## config.mk

```make
export PLATFORM = sky130hd
export DESIGN_NAME = multiword_cla_sequencer
export DESIGN_NICKNAME = d
export VERILOG_FILES = /design/src/rtl/multiword_cla_sequencer.sv
export SDC_FILE = /design/constraint.sdc
export NUM_CORES = 1
export LEC_CHECK = 0
export CAP_MARGIN = 10
export CORE_MARGIN = 1.5
export CORE_UTILIZATION = 33
export DETAILED_ROUTE_END_ITERATION = 8
export SLEW_MARGIN = 20
export SYNTH_ARGS = -nofsm -noshare
export SYNTH_HDL_FRONTEND = slang
export SYNTH_SLANG_ARGS = --single-unit
```

## constraint.sdc

```tcl
create_clock -name clk -period 2.82 [get_ports clk]
set_clock_uncertainty 0.2 [all_clocks]
set_input_delay 0.282 -clock clk [delete_from_list [all_inputs] [get_ports clk]]
set_output_delay 0.282 -clock clk [all_outputs]
set_load 0.01 [all_outputs]
```

## src/rtl/multiword_cla_sequencer.sv

```systemverilog
// Sequences a wide add/subtract through an external NBITS-wide CLA slice, one
// chunk per cycle (LS chunk first), chaining the carry and assembling the result.
module multiword_cla_sequencer #(
  parameter int unsigned NBITS  = 4,
  parameter int unsigned NWORDS = 4
) (
  input  logic                      clk,
  input  logic                      rst_n,
  input  logic                      in_valid,
  output logic                      in_ready,
  input  logic [NBITS*NWORDS-1:0]   a_in,
  input  logic [NBITS*NWORDS-1:0]   b_in,
  input  logic                      cin,
  input  logic                      sub,
  output logic [NBITS-1:0]          cla_a,
  output logic [NBITS-1:0]          cla_b,
  output logic                      cla_cin,
  input  logic [NBITS-1:0]          cla_s,
  input  logic                      cla_cout,
  output logic                      out_valid,
  input  logic                      out_ready,
  output logic [NBITS*NWORDS-1:0]   sum,
  output logic                      cout,
  output logic                      overflow
);

  localparam int unsigned W    = NBITS * NWORDS;
  localparam int unsigned IW   = (NWORDS > 1) ? $clog2(NWORDS) : 1;
  localparam logic [IW-1:0] LAST = IW'(NWORDS - 1);

  typedef enum logic [1:0] {IDLE, RUN, DONE} state_t;

  state_t          state_q, state_d;
  logic [W-1:0]    a_q, a_d;
  logic [W-1:0]    b_q, b_d;
  logic            carry_q, carry_d;
  logic [IW-1:0]   idx_q, idx_d;
  logic [W-1:0]    sum_q, sum_d;
  logic            cout_q, cout_d;
  logic            ovf_q, ovf_d;

  // State and datapath registers
  always_ff @(posedge clk or negedge rst_n) begin
    if (!rst_n) begin
      state_q <= IDLE;
      a_q     <= '0;
      b_q     <= '0;
      carry_q <= 1'b0;
      idx_q   <= '0;
      sum_q   <= '0;
      cout_q  <= 1'b0;
      ovf_q   <= 1'b0;
    end else begin
      state_q <= state_d;
      a_q     <= a_d;
      b_q     <= b_d;
      carry_q <= carry_d;
      idx_q   <= idx_d;
      sum_q   <= sum_d;
      cout_q  <= cout_d;
      ovf_q   <= ovf_d;
    end
  end

  // Next-state logic and chunk steering to the CLA
  always_comb begin
    state_d = state_q;
    a_d     = a_q;
    b_d     = b_q;
    carry_d = carry_q;
    idx_d   = idx_q;
    sum_d   = sum_q;
    cout_d  = cout_q;
    ovf_d   = ovf_q;
    cla_a   = '0;
    cla_b   = '0;
    cla_cin = 1'b0;

    case (state_q)
      IDLE: begin
        if (in_valid) begin
          a_d     = a_in;
          b_d     = sub ? ~b_in : b_in;
          carry_d = sub ? 1'b1 : cin;
          idx_d   = '0;
          state_d = RUN;
        end
      end
      RUN: begin
        cla_a   = a_q[idx_q*NBITS +: NBITS];
        cla_b   = b_q[idx_q*NBITS +: NBITS];
        cla_cin = carry_q;
        sum_d[idx_q*NBITS +: NBITS] = cla_s;
        carry_d = cla_cout;
        if (idx_q == LAST) begin
          cout_d  = cla_cout;
          // Carry into the MSB recovered from the sum bit, XORed with carry out
          ovf_d   = (cla_a[NBITS-1] ^ cla_b[NBITS-1] ^ cla_s[NBITS-1]) ^ cla_cout;
          idx_d   = '0;
          state_d = DONE;
        end else begin
          idx_d = idx_q + IW'(1);
        end
      end
      DONE: begin
        if (out_ready) state_d = IDLE;
      end
      default: state_d = IDLE;
    endcase
  end

  assign in_ready  = (state_q == IDLE);
  assign out_valid = (state_q == DONE);
  assign sum       = sum_q;
  assign cout      = cout_q;
  assign overflow  = ovf_q;

endmodule

```

# --- After elaboration in Yosys (flattened, before gate mapping) ---
# Cells that the tools add are included.
# W data, S select, Z words.
totals:
  wordCells: 45
  register_bits: 55
  output_inout_bits: 29
classes:
  reduce_logical: 6
  mux: 15
  n_eq_ne: 6
  bitwise_logic: 4
  n_addsub: 2
  n_shift: 4
ops:
  columns: ["operator", "n"]
  rows:
  - ["$neg A4 Y34", 1]
  - ["$shift A4 B34 Y16 const A", 1]
  - ["$shiftx A4 B34 Y16", 1]
  - ["$shiftx A16 B5 Y4", 2]
  - ["$bwmux W16", 1]
  - ["$mux W16", 1]
  - ["$not A16 Y16", 1]
  - ["$mux W2", 5]
  - ["$mux W4", 2]
  - ["$pmux W2 S3", 1]
  - ["$reduce_and A2 Y1", 3]
  - ["$eq A2 B2 Y1 const B", 2]
  - ["$ne A2 B2 Y1 const B", 2]
  - ["$pmux W2 S2", 1]
  - ["$mux W1", 3]
  - ["$reduce_and A3 Y1", 1]
  - ["$xor A1 B1 Y1", 3]
  - ["$add A2 B1 Y2 const B", 1]
  - ["$eq A2 B1 Y1 const B", 1]
  - ["$logic_not A2 Y1", 1]
  - ["$ne A2 B1 Y1 const B", 1]
  - ["$pmux W1 S2", 1]
  - ["$reduce_bool A2 Y1", 1]

# --- Longest topological paths before layout ---
logic_depth:
  ltp_word: 4
  ltp_mapped: 7

# --- Worst setup path after synthesis ---
# Ideal clock, no wire load.
synth_path:
  kind: "register to register"
  start: "reg idx_q[0]"
  end: "reg sum_q[10], in the netlist sum[10]"
  setup_ns: 0.068
  path_stages_with_launch: 8
  path_slack_ns: 0.622
  t_arrival_ns: 1.930
  required_time_ns: 2.552
  cell_sequence: "dfrtp_1 > buf_6 > buf_2 > inv_1 > ha_1 > or2_2 > nor4_1 > a22o_1"
synth_via:
  elab_chain_len: 3
  word_cells_on_any_way: 4
  classes_between: "add/sub: 1; shift: 2; mux: 1"
synth_rtl:
  columns: ["item", "line_no", "source"]
  rows:
  - ["start: declaration", "37", "logic [IW-1:0] idx_q, idx_d;"]
  - ["start signal: assignment", "58", "idx_q <= idx_d;"]
  - ["$neg A4 Y34 (*)", "93", "sum_d[idx_q*NBITS +: NBITS] = cla_s;"]
  - ["$shiftx A4 B34 Y16 or $shift A4 B34 Y16 (tied branches)", "93", null]
  - ["$bwmux W16 (*)", "93", null]
  - ["end signal: assignment", "59", "sum_q <= sum_d;"]
  - ["end: declaration", "38", "logic [W-1:0] sum_q, sum_d;"]
# Mark *: on every way between the ends. The rest lies on a longest branch, timed or not.
# A chain may end at the register's enable or synchronous reset.

# --- Final worst setup path ---
layout_path:
  start: "reg idx_q[0]"
  end: "out cla_b[3]"
layout_via:
  elab_chain_len: 2
layout_rtl:
  columns: ["item", "line_no", "source"]
  rows:
  - ["$shiftx A16 B5 Y4", "91", "cla_b = b_q[idx_q*NBITS +: NBITS];"]
  - ["$mux W4", "79", "case (state_q)"]
  - ["end: declaration", "16", "output logic [NBITS-1:0] cla_b,"]
# No other way between the ends.

==> impl_metrics.tcl <==
set metrics [dict create \
    io_buffer_count 71 \
    max_stage_delay_ns 0.54 \
    syn_area_um2 2640 \
    avgRoutedWirePerCell_um 13.2 \
    cap_viol_max_count 0 \
    final_net_count 373 \
    area_delta_synth_final_pct 34.7 \
    die_w_um 92.4 \
    path_max_fanout 6 \
    syn_nets 303 \
    power_density_nw_per_um2 1020 \
    grt_setup_unrepaired "false" \
    core_um2 7730 \
    crit_chain "buf_4, mux4_2, nor2b_1, clkdlybuf4s50_1" \
    num_rows 32 \
    total_power_mw 3.62 \
    clock_path_buffers 2 \
    ys_seq_area_share_pct 52.2 \
    post_dp_cell_area_um2 3440 \
    outcome "complete, no violations" \
    drcViolationCount 0 \
    cp.required_ns 2.34 \
    reg2reg_to "sum[9]" \
    cts_tree "yes" \
    drtAntennaViolNets 0 \
    drive_gt1_share_pct 7.67 \
    syn_avg_cell_area_um2 10.3 \
    die_h_um 92.4 \
    cts_sinks 55 \
    grt_util_all_layers_pct 13.9 \
    via_per_inst 4.55 \
    worst_slew_pin_slew_ns 0.667 \
    r2r_cells 5 \
    drt_iter0_drc 71 \
    setup_tns_ns 0 \
    r2r_slack_ns 0.42 \
    pin_count 72 \
    antenna_found_initial 0 \
    syn_inst 255 \
    timing.rr.start "idx_q[1]" \
    vias 1947 \
    arrival_ns 2.16 \
    gp_congestion 0.726 \
    drt_wl_total_um 5660 \
    finalCritPeriodShare_pct 93.6 \
    cts_root_buf "clkbuf_8" \
    grt_pass1_vias 1927 \
    crit_slowest_cell "mux4_2" \
    grt_max_degree 53 \
    grt_pass1_wl_um 9270 \
    worst_slack_ns 0.180 \
    initial_core_util_pct 34.1 \
    antenna_cells 0 \
    synth_cell_type_count 28 \
    nFillCells 732 \
    finalMaxSlewViolations 0 \
    hpwl_um 4130 \
    worstSkewPairLatency_ns 0.30 \
    path_clk_slew_ns 0.10 \
    die_area_um2 8530 \
    cp-start-kind "register" \
    finalHoldViolCount 0 \
    overflow 0 \
    end_kind "output pin" \
    cts_made_buffers 5 \
    final_area_um2 3550 \
    min_period_ns 2.64 \
    drtPass1Iterations 4 \
    peakVddDrop_v 0.000336 \
    ys_seq_elements 55 \
    max_freq_ghz 0.379 \
    p_leak_nw 1.56 \
    crit_type "register to output pin" \
    pre_cts_slack_ns 0.417 \
    synth_warnings 0 \
    hold_class "primary input to async pin" \
    relSlewSlack_pct 55.1 \
    cts_max_level 2 \
    setup_viol 0 \
]
-- Yosys cell counts, drive strengths merged --
| cell type | number | area [um^2] |
|---|---|---|
| nand3b | 4 | 30.0 |
| nor4 | 1 | 6.26 |
| nand2b | 2 | 12.5 |
| nor2b | 8 | 50.1 |
| a22o | 8 | 70.1 |
| xnor2 | 16 | 140 |
| xor2 | 1 | 8.76 |
| ha | 5 | 62.6 |
| mux4 | 8 | 191 |
| o21ai | 30 | 150 |
| buf | 11 | 61.3 |
| dfrtp | 55 | 1380 |
| and4bb | 1 | 12.5 |
| or3b | 1 | 8.76 |
| o211ai | 1 | 7.51 |
| xnor3 | 1 | 22.5 |
| nor2 | 2 | 7.51 |
| nand2 | 82 | 308 |
| nand3 | 3 | 15.0 |
| o31ai | 1 | 7.51 |
| nor3b | 1 | 12.5 |
| or2 | 1 | 6.26 |
| nor4b | 2 | 30.0 |
| clkbuf | 4 | 15.0 |
| inv | 6 | 22.5 |
-- routing by layer --
metal  wire length [um]  share of wire [%]  track usage (%)
met4                 53               0.94             3.85
met5                  0                  0                0
met2               2550                 45             21.1
met3                325                5.7             3.28
met1               2730                 48             19.9
-- sequential cells by signal, summed over array words and instances (netlist names) --
signal / flops
a_q: 16
b_q: 16
sum: 16
idx_q: 2
state_q: 2
carry_q: 1
cout: 1
overflow: 1
-- critical path, delay by kind of cell (launching register included) --
kind	cells	cell delay, ns
AND/OR/NAND/NOR	1	0.17
multiplexers	1	0.54
buffers and inverters	2	0.70
flip-flops	1	0.46
-- how the worst max path moves through the flow --
stage | cells after the start | to | start | slack [ns]
after global routing | 4 | cla_b[3] | idx_q[0] | 0.06
final | 4 | cla_b[3] | idx_q[0] | 0.18
after global placement | 4 | cla_b[3] | idx_q[0] | 0.41
after floorplan | 7 | sum[10] | idx_q[0] | 0.62
after CTS | 4 | cla_b[3] | idx_q[0] | 0.05
after detailed placement | 4 | cla_b[3] | idx_q[0] | 0.42
-- metrics by stage --
step	util [%]	hold slack [ns]	cells
after floorplan	-	-0.214	255
after global placement	44.5	0.0311	419
after detailed placement	44.5	0.0386	419
after CTS	45.9	0.237	428
after global routing	45.9	0.271	428
final	45.9	0.232	428
-- cell families after synthesis --
| kind of cell | count (synthesis) | synth area share, % |
|---|---|---|
| muxes | 8 | 7.27 |
| xor gates and xnor gates | 18 | 6.51 |
| DFF | 55 | 52.2 |
| buffers and inverters | 21 | 3.75 |
| and+or+nand+nor | 108 | 18.9 |
| adders and majority gates | 5 | 2.37 |
| AOI/OAI and AO/OA | 40 | 8.93 |
-- timing repair --
item,4_1_cts,5_1_grt
hold buffers,1,0
endpoints found under the setup margin,0,1
endpoints found under the hold margin,18,0
setup buffers,0,0
gates resized for setup,0,1
-- power by group --
group / switching [mW] / internal [mW] / total (mW)
Combinational: 0.777 / 0.964 / 1.74
Sequential: 0.244 / 1.16 / 1.40
Clock: 0.250 / 0.225 / 0.475
-- layout make-up --
cell class / instances / area (um^2) / area share, %
Timing Repair Buffer: 78 / 761 / 21.4
Clock buffer: 8 / 100 / 2.82
Tap cell: 102 / 128 / 3.60
Inverter: 6 / 22.5 / 0.635
Multi-Input combinational cell: 179 / 1160 / 32.7
Sequential cell: 55 / 1380 / 38.8
-- cells in the final DEF (no fill, tap or decap), types with 2 or more instances in the layout --
| master | Yosys | final |
|---|---|---|
| nand2b_1 | 2 | 2 |
| ha_1 | 5 | 5 |
| nor2b_1 | 8 | 8 |
| nand2_1 | 82 | 82 |
| nor2_1 | 2 | 2 |
| o21ai_0 | 28 | 28 |
| buf_4 | 0 | 6 |
| o21ai_1 | 2 | 2 |
| mux4_2 | 5 | 5 |
| dfrtp_1 | 55 | 54 |
| nor4b_2 | 2 | 2 |
| inv_1 | 6 | 6 |
| mux4_1 | 3 | 3 |
| clkbuf_8 | 0 | 7 |
| nand3_1 | 3 | 3 |
| xnor2_1 | 16 | 16 |
| a22o_1 | 8 | 8 |
| nand3b_1 | 4 | 4 |
| clkdlybuf4s50_1 | 0 | 70 |
No activity file was read; power rests on OpenSTA's default activity.
